### src/rtl/cop0_intc_pkg.sv
// Shared constants for the cop0 interrupt/timer front end: register map and cause bit positions.
package cop0_intc_pkg;

  typedef enum logic [2:0] {
    INTC_PENDING = 3'd0,
    INTC_EDGE    = 3'd1,
    INTC_ENABLE  = 3'd2,
    INTC_COUNT   = 3'd3,
    INTC_COMPARE = 3'd4,
    INTC_TPEND   = 3'd5
  } intc_addr_e;

  localparam int CAUSE_BASE  = 8;
  localparam int CAUSE_TIMER = 15;

endpackage

### src/rtl/cop0_intc_if.sv
// mfc0/mtc0-style register port with the pipeline's one-cycle read stall.
interface cop0_intc_if;
  logic [2:0]  addr;
  logic [31:0] wdata;
  logic        we;
  logic        re;
  logic [31:0] rdata;
  logic        stalled;

  modport master (output addr, wdata, we, re, input rdata, stalled);
  modport slave  (input addr, wdata, we, re, output rdata, stalled);
endinterface

### src/rtl/cop0_intc_timer.sv
// Count/Compare timer: free-running COUNT, COMPARE match sets sticky TPEND.
module cop0_intc_timer #(
  parameter int CNTW = 32
) (
  input  logic            clk,
  input  logic            resetn,
  input  logic            count_we,
  input  logic            compare_we,
  input  logic [CNTW-1:0] wdata,
  output logic [CNTW-1:0] count,
  output logic [CNTW-1:0] compare,
  output logic            tpend,
  output logic            match
);

  // COMPARE of zero disarms the timer so a wrapping COUNT never fires it
  assign match = (count == compare) && (compare != '0);

  always_ff @(posedge clk) begin
    if (!resetn) begin
      count   <= '0;
      compare <= '0;
      tpend   <= 1'b0;
    end else begin
      count <= count_we ? wdata : count + 1'b1;
      if (compare_we) begin
        compare <= wdata;
        tpend   <= 1'b0;
      end else if (match) begin
        tpend <= 1'b1;
      end
    end
  end

endmodule

### src/rtl/cop0_intc.sv
// Interrupt pending/mask front end producing cop0 ext_cause[15:8].
// Define INTC_TIMER_EN to include the Count/Compare timer (cop0_intc_timer).
module cop0_intc
  import cop0_intc_pkg::*;
#(
  parameter int NUMIRQ = 6,
  parameter int CNTW   = 32
) (
  input  logic              clk,
  input  logic              resetn,
  input  logic [NUMIRQ-1:0] irq_in,
  cop0_intc_if.slave        bus,
  output logic [31:0]       ext_cause
);

  logic [NUMIRQ-1:0] pending, edge_mode, enable, irq_prev, w1c, rise;
  logic [31:0]       rdata_q, rd_val, cause_next;
  logic              t_q, tpend_bit, line6_bit, unused_bits;

  assign bus.stalled = t_q ? 1'b0 : bus.re;
  assign bus.rdata   = rdata_q;

  assign w1c  = (bus.we && bus.addr == INTC_PENDING) ? bus.wdata[NUMIRQ-1:0] : '0;
  assign rise = irq_in & ~irq_prev;

`ifdef INTC_TIMER_EN
  logic [CNTW-1:0] count, compare;
  logic            tpend, timer_match;

  cop0_intc_timer #(.CNTW(CNTW)) u_timer (
    .clk        (clk),
    .resetn     (resetn),
    .count_we   (bus.we && bus.addr == INTC_COUNT),
    .compare_we (bus.we && bus.addr == INTC_COMPARE),
    .wdata      (bus.wdata[CNTW-1:0]),
    .count      (count),
    .compare    (compare),
    .tpend      (tpend),
    .match      (timer_match)
  );

  assign tpend_bit   = tpend;
  assign unused_bits = ^{bus.wdata, timer_match};
`else
  assign tpend_bit   = 1'b0;
  assign unused_bits = ^bus.wdata;
`endif

  // A seventh line also shares the timer cause bit
  if (NUMIRQ == 7) begin : g_line6
    assign line6_bit = pending[NUMIRQ-1] & enable[NUMIRQ-1];
  end else begin : g_no_line6
    assign line6_bit = 1'b0;
  end

  always_comb begin
    cause_next = '0;
    for (int i = 0; i < NUMIRQ; i++) cause_next[CAUSE_BASE+i] = pending[i] & enable[i];
    cause_next[CAUSE_TIMER] = tpend_bit | line6_bit;
  end

  always_comb begin
    rd_val = '0;
    case (bus.addr)
      INTC_PENDING: rd_val[NUMIRQ-1:0] = pending;
      INTC_EDGE:    rd_val[NUMIRQ-1:0] = edge_mode;
      INTC_ENABLE:  rd_val[NUMIRQ-1:0] = enable;
`ifdef INTC_TIMER_EN
      INTC_COUNT:   rd_val[CNTW-1:0]   = count;
      INTC_COMPARE: rd_val[CNTW-1:0]   = compare;
      INTC_TPEND:   rd_val[0]          = tpend;
`endif
      default:      rd_val = '0;
    endcase
  end

  always_ff @(posedge clk) begin
    if (!resetn) begin
      pending   <= '0;
      edge_mode <= '0;
      enable    <= '0;
      irq_prev  <= '0;
      ext_cause <= '0;
      rdata_q   <= '0;
      t_q       <= 1'b0;
    end else begin
      irq_prev <= irq_in;
      // Edge lines: new edge beats a same-cycle W1C; level lines track the input
      pending  <= (edge_mode & ((pending & ~w1c) | rise)) | (~edge_mode & irq_in);
      if (bus.we && bus.addr == INTC_EDGE)   edge_mode <= bus.wdata[NUMIRQ-1:0];
      if (bus.we && bus.addr == INTC_ENABLE) enable    <= bus.wdata[NUMIRQ-1:0];
      ext_cause <= cause_next;
      t_q       <= bus.stalled;
      if (bus.stalled) rdata_q <= rd_val;
    end
  end

endmodule

### src/flat_wrapper.sv
// flat-port wrapper written by rule: the top's interface ports become plain ports
module cop0_intc_flat import cop0_intc_pkg::*;
#(
  parameter int NUMIRQ = 6,
  parameter int CNTW   = 32
)
  (clk, resetn, irq_in, ext_cause, bus_addr, bus_wdata, bus_we, bus_re, bus_rdata, bus_stalled);
  cop0_intc_if bus_i ();
  input  logic clk;
  input  logic resetn;
  input  logic [NUMIRQ-1:0] irq_in;
  output logic [31:0] ext_cause;
  input wire logic [$bits(bus_i.addr)-1:0] bus_addr;
  input wire logic [$bits(bus_i.wdata)-1:0] bus_wdata;
  input wire logic [$bits(bus_i.we)-1:0] bus_we;
  input wire logic [$bits(bus_i.re)-1:0] bus_re;
  output wire logic [$bits(bus_i.rdata)-1:0] bus_rdata;
  output wire logic [$bits(bus_i.stalled)-1:0] bus_stalled;
  assign bus_i.addr = bus_addr;
  assign bus_i.wdata = bus_wdata;
  assign bus_i.we = bus_we;
  assign bus_i.re = bus_re;
  assign bus_rdata = bus_i.rdata;
  assign bus_stalled = bus_i.stalled;
  cop0_intc #(.NUMIRQ(NUMIRQ), .CNTW(CNTW)) u_core (.clk(clk), .resetn(resetn), .irq_in(irq_in), .bus(bus_i), .ext_cause(ext_cause));
endmodule
### config.mk
export PLATFORM = sky130hd
export DESIGN_NAME = cop0_intc_flat
export DESIGN_NICKNAME = d
export VERILOG_FILES = /design/src/rtl/cop0_intc_pkg.sv /design/src/rtl/cop0_intc_if.sv /design/src/rtl/cop0_intc_timer.sv /design/src/rtl/cop0_intc.sv /design/src/flat_wrapper.sv
export SDC_FILE = /design/constraint.sdc
export NUM_CORES = 1
export LEC_CHECK = 0
export BUFFER_PORTS_ARGS = -buffer_cell sky130_fd_sc_hd__buf_2
export CAP_MARGIN = 20
export CORE_MARGIN = 1
export CORE_UTILIZATION = 46
export DETAILED_ROUTE_END_ITERATION = 10
export PLACE_DENSITY = 0.93
export SYNTH_ARGS = -nofsm -noshare
export SYNTH_HDL_FRONTEND = slang
export SYNTH_HIERARCHICAL = 1
export SYNTH_SLANG_ARGS = --single-unit
export TNS_END_PERCENT = 5
### constraint.sdc
create_clock -name clk -period 4 [get_ports clk]
set_clock_uncertainty 0.15 [all_clocks]
set_input_delay 0.8 -clock clk [delete_from_list [all_inputs] [get_ports clk]]
set_output_delay 0.8 -clock clk [all_outputs]
set_load 0.1 [all_outputs]
==> key figures <==
Status
  • Outcome: completed

CTS
  • Root Driver: clkbuf_8
  • CTS max path bufs: 2
  • TritonCTS clock tree: yes
  • Clock slew at reported path FFs: 0.07 ns
  • Post-cts hold buffer count: 0
  • TritonCTS Buffers: 5
  • Post-CTS Resized: 0
  • H-tree depth: 2
  • Postcts setup bufs: 0
  • Clk sinks: 37
  • Skew-Pair Late Insertion Delay: just under 0.3 ns

Timing
  • Final worst path period share: 0.615
  • RSZ-0062 raised after global routing: no
  • Hold Vio Cnt, Final: 0
  • Slew Viols, Final: 0
  • Setup TNS: 0 ns
  • Final setup viols: 0
  • Min Tclk post-route: 2.46 ns
  • Max Freq: 0.407 GHz

Global route
  • First-pass GRT wire length: 4640 um
  • Initial antenna violation count: 0
  • Via count of the first global-routing pass: approximately 1100
  • Global Route Usage Sum: 0.151
  • Largest net degree at the start of global routing: 32
  • Overflow after GRT: 0

Pwr
  • Clk pwr share: 0.274
  • Internal Power: around 520 uW
  • Worst vdd ir: ~180 uV
  • Sequential share of power: 0.426
  • Pleak: 0.921 nW
  • Sw power: 383 uW
  • Sw Ratio: 0.425
  • Comb pwr share: 0.300
  • PwrDens: 478 mW/mm2

Synth
  • Post-synthesis sequential area ratio: 0.404
  • Most common cell in the synthesized netlist: buf_4
  • Cell variety after synth: 23
  • Area contributors post-synth: dfxtp_1 40%, buf_4 22%, mux2i_1 6.6%
  • Synth Flop Type: dfxtp_1
  • Synthesized flop and latch total: 37
  • Post-Syn Area: about 0.0018 mm2
  • Async SR Flop Fraction: 0
  • Synth area leader: dfxtp_1
  • Syn avg cell area: 9.30 um2
  • Post-synth EDFFs: 0
  • Synth top cells by count: 53 x buf_4, 37 x dfxtp_1
  • Yosys warns: 6
  • Synth top area share: 0.404
  • Synth Instances: 197

Worst hold path
  • Hold path startpoint: u_core/irq_prev[4]
  • Hold EP: u_core/pending[4]
  • Hold path depth: 2
  • Hold Path Class: register to register

Worst setup path
  • Startpoint Class: primary input
  • Worst EP required: just over 3 ns
  • Kind of critical path: primary input to output pin
  • Reg2Reg Setup Slack: 2.71 ns
  • R2r endpoint: u_core/bus.rdata[5]
  • R2R depth: 3
  • Setup crit end kind: output pin
  • Crit-path max FO: 3
  • Crit path DAT: 1.51 ns
  • RR Startpoint: u_core/t_q

Place
  • Post-DP HPWL: 2240 um
  • GP Congestion: around 0.75
  • IO buf count: 31
  • Placed cells: 267

Routing
  • DR vias: 1259
  • Remaining antenna violation count: 0
  • Final WL: 3050 um
  • Post-DR wirelength/cell: 11.1 um
  • TritonRoute pass-1 iters: 4
  • DR iter-0 viols: 59
  • Via density: 4.58
  • Post-route DRC violation count: 0

Floorplan
  • Row cnt: 22
  • Die area: 0.00424 mm2
  • DIE HEIGHT: about 65 um
  • Die W: 65.1 um
  • I/O pin cnt: 110
  • Starting Density: 0.490
  • Core ar.: approximately 0.0037 mm2

Finish
  • Diode count: 0
  • Share of cells above drive strength 1: 0.194
  • Nets: ~270
  • Non-Filler Instances: 275
  • Area grow syn2layout: 3.14%

Run
  • Max-cap viol count: 0
-- per-stage QoR --
step           instance area (um2)  power [mW]  worst slack (ns)  hold WS, ns   util
3_3_place_gp                  1800       0.660              1.55        0.301  0.482
4_1_cts                       1890       0.911              1.54        0.324  0.505
2_1_floorplan                 2020       0.683              1.53        0.294      -
5_1_grt                       1890       0.940              1.52        0.349  0.505
6_report                      1890       0.903              1.54        0.320  0.505
3_5_place_dp                  1800       0.663              1.55        0.310  0.482
-- metal layers --
layer,up-vias,wire (um),GRT usage,part of all wire
li1,619,-,-,-
met1,576,1220,0.174,0.40
met2,62,1560,0.224,0.51
met3,2,233,0.0556,0.076
met4,0,38,0.120,0.012
met5,-,0,0,0
-- critical path, stage by stage --
cell and delay (ns):
buf_2 0.07, nand2b_1 0.12, inv_1 0.10, buf_2 0.42
-- flip-flops by register name, summed over array words and instances (netlist names) --
register	flops
u_core/irq_prev	6
u_core/edge_mode	6
u_core/enable	6
u_core/pending	6
u_core/ext_cause	6
u_core/bus.rdata	6
u_core/t_q	1
-- cell families after synthesis --
group / after synthesis / synth area share
other cells: 1 / 0.00205
buf+inv: 62 / 0.242
flops: 37 / 0.404
mux: 12 / 0.0655
simple gates: 54 / 0.169
compound gates: 31 / 0.117
-- area by class of cell --
type,count,area [um2]
Clock inverter,3,17.5
Timing Repair Buffer,31,155
Inverter,2,7.51
Fill cell,365,1850
Sequential cell,37,741
Multi-Input combinational cell,149,841
Tap cell,48,60.1
Clock buffer,5,68.8
-- cell usage in the layout, fill, tap and decap left out --
master      Yosys  routed
conb_1          1      52
clkinvlp_4      0       1
buf_2           3      31
nand2b_1        1       1
nor4b_4         1       1
nand3_1        12      12
and3_1          6       6
and4bb_2        2       2
nor2_1          8       8
o21ai_0        12      12
a22o_1          6       6
a21oi_1         6       6
inv_1           1       1
dfxtp_1        37      37
a2111oi_4       1       1
a21o_1          6       6
nand2_1        12      12
inv_2           1       1
nand3b_1        6       6
clkinv_2        0       2
mux2i_1        12      12
clkbuf_8        0       5
and2_1          6       6
-- worst max path at each step --
stage / depth (start not counted) / endpoint / slack (ns) / startpoint
2_1_floorplan: 2 / bus_stalled / 1.53 / bus_re
3_3_place_gp: 4 / bus_stalled / 1.55 / bus_re
3_5_place_dp: 4 / bus_stalled / 1.55 / bus_re
4_1_cts: 4 / bus_stalled / 1.54 / bus_re
5_1_grt: 4 / bus_stalled / 1.52 / bus_re
6_report: 4 / bus_stalled / 1.54 / bus_re
-- power by group through the flow --
| stage | logic (mW) | registers [mW] | clock network (mW) |
|---|---|---|---|
| finish | 0.270 | 0.385 | 0.248 |
| global route | 0.278 | 0.386 | 0.277 |
| CTS | 0.270 | 0.385 | 0.257 |
| detailed placement | 0.270 | 0.393 | 0 |
| global placement | 0.268 | 0.392 | 0 |
| floorplan | 0.286 | 0.397 | 0 |
(Power assumes the default switching activity.)
